<file path="src/rtl/serial_frame_rx_pkg.sv">
// Shared definitions for the serial frame receiver: default geometry and FSM state encoding.
package serial_frame_rx_pkg;

  localparam int DATA_W_DEF    = 8;
  localparam bit PARITY_EN_DEF = 1'b1;

  typedef enum logic [2:0] {
    ST_IDLE   = 3'd0,
    ST_DATA   = 3'd1,
    ST_PARITY = 3'd2,
    ST_STOP   = 3'd3,
    ST_BREAK  = 3'd4
  } state_t;

endpackage

</file>
<file path="src/rtl/serial_frame_rx_if.sv">
// Serial line in, received word and status out. The receiver uses master, a consumer uses slave.
interface serial_frame_rx_if
  import serial_frame_rx_pkg::*;
#(
  parameter int DATA_W = DATA_W_DEF
);

  logic              din;
  logic [DATA_W-1:0] data;
  logic              valid;
  logic              parity_err;
  logic              frame_err;
  logic              busy;

  modport master (
    input  din,
    output data, valid, parity_err, frame_err, busy
  );

  modport slave (
    output din,
    input  data, valid, parity_err, frame_err, busy
  );

endinterface

</file>
<file path="src/rtl/serial_frame_rx_sipo_shift_reg.sv">
// Serial-in parallel-out register; new bits enter at the MSB so an LSB-first stream lands in order.
module sipo_shift_reg
  import serial_frame_rx_pkg::*;
#(
  parameter int W = DATA_W_DEF
) (
  input  logic         clk,
  input  logic         rstn,
  input  logic         clr,
  input  logic         shift_en,
  input  logic         din,
  output logic [W-1:0] q
);

  // NOTE: clocked state uses non-blocking (<=) so every flop samples pre-edge values.
  always_ff @(posedge clk or negedge rstn) begin
    if (!rstn) begin
      q <= '0;
    end else if (clr) begin
      q <= '0;
    end else if (shift_en) begin
      if (W > 1) q <= {din, q[W-1:1]};
      else       q <= din;
    end
  end

endmodule

</file>
<file path="src/rtl/serial_frame_rx.sv">
// Start/data/parity/stop frame receiver with break detection; one bit sampled per clock.
module serial_frame_rx
  import serial_frame_rx_pkg::*;
#(
  parameter int DATA_W    = DATA_W_DEF,
  parameter bit PARITY_EN = PARITY_EN_DEF
) (
  input  logic             clk,
  input  logic             rstn,
  serial_frame_rx_if.master bus
);

  localparam int CNT_W = (DATA_W > 1) ? $clog2(DATA_W) : 1;

  state_t            state_q, state_d;
  logic [CNT_W-1:0]  cnt_q;
  logic [DATA_W-1:0] sr_q;
  logic              perr_q;

  logic sr_clr, sr_shift;
  logic cnt_clr, cnt_inc, cnt_last;
  logic perr_load, out_load, ferr_set;

  assign cnt_last = (cnt_q == CNT_W'(DATA_W - 1));

  sipo_shift_reg #(.W(DATA_W)) u_sipo (
    .clk      (clk),
    .rstn     (rstn),
    .clr      (sr_clr),
    .shift_en (sr_shift),
    .din      (bus.din),
    .q        (sr_q)
  );

  always_ff @(posedge clk or negedge rstn) begin
    if (!rstn) state_q <= ST_IDLE;
    else       state_q <= state_d;
  end

  always_comb begin
    // NOTE: every output of this block gets a default first, so no path can infer a latch.
    state_d   = state_q;
    sr_clr    = 1'b0;
    sr_shift  = 1'b0;
    cnt_clr   = 1'b0;
    cnt_inc   = 1'b0;
    perr_load = 1'b0;
    out_load  = 1'b0;
    ferr_set  = 1'b0;
    unique case (state_q)
      ST_IDLE: begin
        if (!bus.din) begin
          state_d = ST_DATA;
          sr_clr  = 1'b1;
          cnt_clr = 1'b1;
        end
      end
      ST_DATA: begin
        sr_shift = 1'b1;
        cnt_inc  = 1'b1;
        if (cnt_last) state_d = PARITY_EN ? ST_PARITY : ST_STOP;
      end
      ST_PARITY: begin
        perr_load = 1'b1;
        state_d   = ST_STOP;
      end
      ST_STOP: begin
        if (bus.din) begin
          out_load = 1'b1;
          state_d  = ST_IDLE;
        end else begin
          ferr_set = 1'b1;
          state_d  = ST_BREAK;
        end
      end
      // A held-low line after a bad stop is a break, never a new start bit.
      ST_BREAK: begin
        if (bus.din) state_d = ST_IDLE;
      end
      default: state_d = ST_IDLE;
    endcase
  end

  always_ff @(posedge clk or negedge rstn) begin
    if (!rstn) begin
      cnt_q <= '0;
    end else if (cnt_clr) begin
      cnt_q <= '0;
    end else if (cnt_inc) begin
      cnt_q <= cnt_q + CNT_W'(1);
    end
  end

  // Even parity over data plus parity bit: any odd count of ones is an error.
  always_ff @(posedge clk or negedge rstn) begin
    if (!rstn)          perr_q <= 1'b0;
    else if (perr_load) perr_q <= bus.din ^ (^sr_q);
  end

  always_ff @(posedge clk or negedge rstn) begin
    if (!rstn) begin
      bus.data       <= '0;
      bus.parity_err <= 1'b0;
      bus.valid      <= 1'b0;
      bus.frame_err  <= 1'b0;
      bus.busy       <= 1'b0;
    end else begin
      bus.valid     <= out_load;
      bus.frame_err <= ferr_set;
      bus.busy      <= (state_d != ST_IDLE);
      if (out_load) begin
        bus.data       <= sr_q;
        bus.parity_err <= PARITY_EN ? perr_q : 1'b0;
      end
    end
  end

endmodule

</file>
<file path="src/flat_wrapper.sv">
// flat-port wrapper written by rule: the top's interface ports become plain ports
module serial_frame_rx_flat import serial_frame_rx_pkg::*;
#(
  parameter int DATA_W    = DATA_W_DEF,
  parameter bit PARITY_EN = PARITY_EN_DEF
)
  (clk, rstn, bus_din, bus_data, bus_valid, bus_parity_err, bus_frame_err, bus_busy);
  serial_frame_rx_if #(.DATA_W(DATA_W)) bus_i ();
  input  logic clk;
  input  logic rstn;
  input wire logic [$bits(bus_i.din)-1:0] bus_din;
  output wire logic [$bits(bus_i.data)-1:0] bus_data;
  output wire logic [$bits(bus_i.valid)-1:0] bus_valid;
  output wire logic [$bits(bus_i.parity_err)-1:0] bus_parity_err;
  output wire logic [$bits(bus_i.frame_err)-1:0] bus_frame_err;
  output wire logic [$bits(bus_i.busy)-1:0] bus_busy;
  assign bus_i.din = bus_din;
  assign bus_data = bus_i.data;
  assign bus_valid = bus_i.valid;
  assign bus_parity_err = bus_i.parity_err;
  assign bus_frame_err = bus_i.frame_err;
  assign bus_busy = bus_i.busy;
  serial_frame_rx #(.DATA_W(DATA_W), .PARITY_EN(PARITY_EN)) u_core (.clk(clk), .rstn(rstn), .bus(bus_i));
endmodule
</file>
<file path="config.mk">
export PLATFORM = sky130hd
export DESIGN_NAME = serial_frame_rx_flat
export DESIGN_NICKNAME = d
export VERILOG_FILES = /design/src/rtl/serial_frame_rx_pkg.sv /design/src/rtl/serial_frame_rx_if.sv /design/src/rtl/serial_frame_rx_sipo_shift_reg.sv /design/src/rtl/serial_frame_rx.sv /design/src/flat_wrapper.sv
export SDC_FILE = /design/constraint.sdc
export NUM_CORES = 1
export LEC_CHECK = 0
export BUFFER_PORTS_ARGS = -buffer_cell sky130_fd_sc_hd__buf_2
export CORE_MARGIN = 1.5
export CORE_UTILIZATION = 35
export CTS_BUF_LIST = sky130_fd_sc_hd__clkbuf_2
export CTS_CLUSTER_DIAMETER = 30
export DETAILED_ROUTE_END_ITERATION = 16
export PLACE_DENSITY = 0.55
export SETUP_SLACK_MARGIN = 0.5
export SLEW_MARGIN = 20
export SYNTH_ARGS = -nofsm -noshare
export SYNTH_HDL_FRONTEND = slang
export SYNTH_SLANG_ARGS = --single-unit
export TNS_END_PERCENT = 20
</file>
<file path="constraint.sdc">
create_clock -name clk -period 3.06 [get_ports clk]
set_input_delay 0.306 -clock clk [delete_from_list [all_inputs] [get_ports clk]]
set_output_delay 0.306 -clock clk [all_outputs]
set_load 0.02 [all_outputs]
</file>
==> impl_metrics.yaml <==
detailed_routing:
  drtAntennaViolNets: 0
  drcViolationCount: 0
  wl_per_cell_um: 12.3
  wl_met2_mm: 1.02
  num_vias: 754
  dr_wl_met3_um: 51
  first_iter_violations: 30
  wl_met1_um: 884
  dr.max_layer_used: "met4"
  routed_wirelength_mm: 1.97
  firstDrtPassIters: 3
  viasPerCell: 4.68
synth:
  yosys_warnings: 0
  synth_edf_count: 0
  synth_cell_types: 23
  ys.flop_type: "dfrtp_1"
  ys_seq_area_frac: 0.590
  syn_inst: 101
  synthesis.nets: 106
  async_flop_share: 1.00
  syn_area_per_cell_um2: 11.3
  synth_seq_cells: 27
  netlist_area_mm2: 0.00114
worst_hold_path:
  min_from: "bus_din"
  hold_depth: 2
  min_to: "u_core.state_q[2]"
  worstHoldPathType: "primary input to flop"
timing:
  fmax_mhz: 692
  drv_slew: 0
  finClkSkew_ns: 0.00489
  hold_viol: 0
  setup_tns_ns: 0
  finalSetupViolations: 0
  tightest_slew_ns: 0.605
  maxSlewHeadroom: 0.597
  period_share: 0.472
  period_needed_ns: 1.45
  rsz0062_at_grt: "false"
global_route:
  gr-total-overflow: 0
  track_usage: 0.130
  grt_pass1_wl_mm: 3.33
  grt_pass1_vias: 724
  grt_max_degree: 28
  antenna_found_initial: 0
cts:
  insertion_delay_ns: 0.34
  clock_sinks: 27
  htree_levels: 1
  cts_buffers: 3
  cts_max_path_buffers: 2
  post_cts_resize_count: 0
  root_buffer: "clkbuf_2"
  clk_pin_slew_ns: 0.23
  tritoncts: "built"
pwr:
  p_leak_uw: 0.000652
  power.density_mw_per_mm2: 1000
  peakVddDrop_uv: 237
place:
  gp_congestion: 0.699
  place_inst: 156
  io_buffer_count: 14
  hpwlAfterDp_mm: 1.39
cells_and_area:
  syn_to_final_growth_pct: 12.7
  nNetsFinal: 123
  layout_commonest_cell: "dfrtp_1"
  diodes: 0
  drive_above_1_share: 0.256
  stdcell_count: 161
  layout_common_cells: "27 x dfrtp_1, 24 x nand2_1, 14 x buf_2, 11 x a21oi_1, 9 x mux2_2"
setup_path:
  worstRegToRegCells: 3
  reg2reg_slack_ns: 1.61
  slowest_stage: "dfrtp_1"
  crit_fanout: 10
  timing.rr.end: "u_core.bus.data[6]"
  worstReg2RegStart: "u_core.state_q[2]"
  critical_path_arrival_ns: 1.71
  setup.worst_path.start_class: "flop"
  path_class: "flop to flop"
  path_cells: "and2b_1 -> nand3_2 -> mux2_2"
  cp.required_ns: 3.32
  worstSetupEndpointType: "flop"
  crit_path_max_incr_delay_ns: 0.49
floorplan:
  initial_utilization: 0.372
  die_height_um: 60.2
  coreArea_mm2: 0.00308
  die_w_um: 60.2
  row_count: 20
  die_area_mm2: 0.00362
  ios: 15
run_status:
  run_status: "complete, no violations"
run:
  cap_viol_max_count: 0
-- per-stage QoR --
step | hold WS (ns) | area, µm² | setup slack [ns] | util | power (µW)
detailed placement | 0.347 | 1260 | 1.62 | 0.409 | 1180
CTS | 0.171 | 1290 | 1.59 | 0.419 | 1320
global route | 0.174 | 1290 | 1.48 | 0.419 | 1410
global placement | 0.348 | 1260 | 1.62 | 0.409 | 1160
finish | 0.203 | 1290 | 1.61 | 0.419 | 1290
floorplan | 0.0104 | 1140 | 1.79 | - | 1030
-- final cells by class --
class                   instances  area [µm²]
inverters                       1        3.75
well taps                      44        55.1
repair buffers                 16        87.6
multi-input cells              69         448
clock buffers                   4        20.0
fillers                       308        1790
flip-flops and latches         27         676
-- layer usage --
| metal | up-vias | GRT usage |
|---|---|---|
| li1 | 370 | - |
| met1 | 375 | 0.158 |
| met2 | 7 | 0.222 |
| met3 | 2 | 0.0260 |
| met4 | 0 | 0.0571 |
| met5 | - | 0 |
-- logic make-up (layout without fill, tap and decap cells) --
kind of cell    after synthesis  count (layout)  share of synthesized area
xor+xnor                      8               8                     0.0732
simple gates                 35              35                      0.134
fa+ha+maj                     2               2                     0.0219
mux                           9               9                     0.0885
buf+inv                       5              21                     0.0186
compound gates               15              15                     0.0732
flops                        27              27                      0.590
-- timing repair --
item | 4_1_cts | 5_1_grt
buffers inserted | 0 | 0
hold endpoints to repair | 27 | 0
hold buffers | 1 | 0
-- report_power, final --
part,total (µW),internal [µW],switching [µW]
registers,585,488,97.2
clock network,134,34.5,99.3
logic,573,271,302
-- sequential cells by signal (all words and copies together), names as in the netlist --
signal / count
u_core.bus.data: 8
u_core.u_sipo.q: 8
u_core.cnt_q: 3
u_core.state_q: 3
u_core.bus.busy: 1
u_core.bus.frame_err: 1
u_core.bus.parity_err: 1
u_core.bus.valid: 1
u_core.perr_q: 1
-- how the worst max path moves through the flow --
stage	startpoint	endpoint	slack [ns]	cells past startpoint
after floorplan	u_core.u_sipo.q[5]	u_core.perr_q	1.79	4
after global placement	u_core.state_q[2]	u_core.bus.data[2]	1.62	3
after detailed placement	u_core.state_q[2]	u_core.bus.data[3]	1.62	3
after CTS	u_core.state_q[2]	u_core.bus.data[3]	1.59	3
after global routing	u_core.state_q[1]	u_core.u_sipo.q[6]	1.48	4
final	u_core.state_q[2]	u_core.bus.data[6]	1.61	3
-- worst max-delay path: cells and delay by family, from the launching register on --
family | cells | cell delay, ns
and+or+nand+nor | 2 | 0.53
DFF | 1 | 0.49
muxes | 1 | 0.35
-- synth_stat cells (2+ instances only) --
library cell   n  area (µm²)
xnor2_1        5        43.8
mux2_2         9         101
clkbuf_1       2        7.51
dfrtp_1       27         676
nand2_1       24        90.1
buf_2          2        10.0
a21oi_1       11        55.1
ha_1           2        25.0
xor2_1         2        17.5
nor2_1         4        15.0
Power figures use the tool's default switching activity.
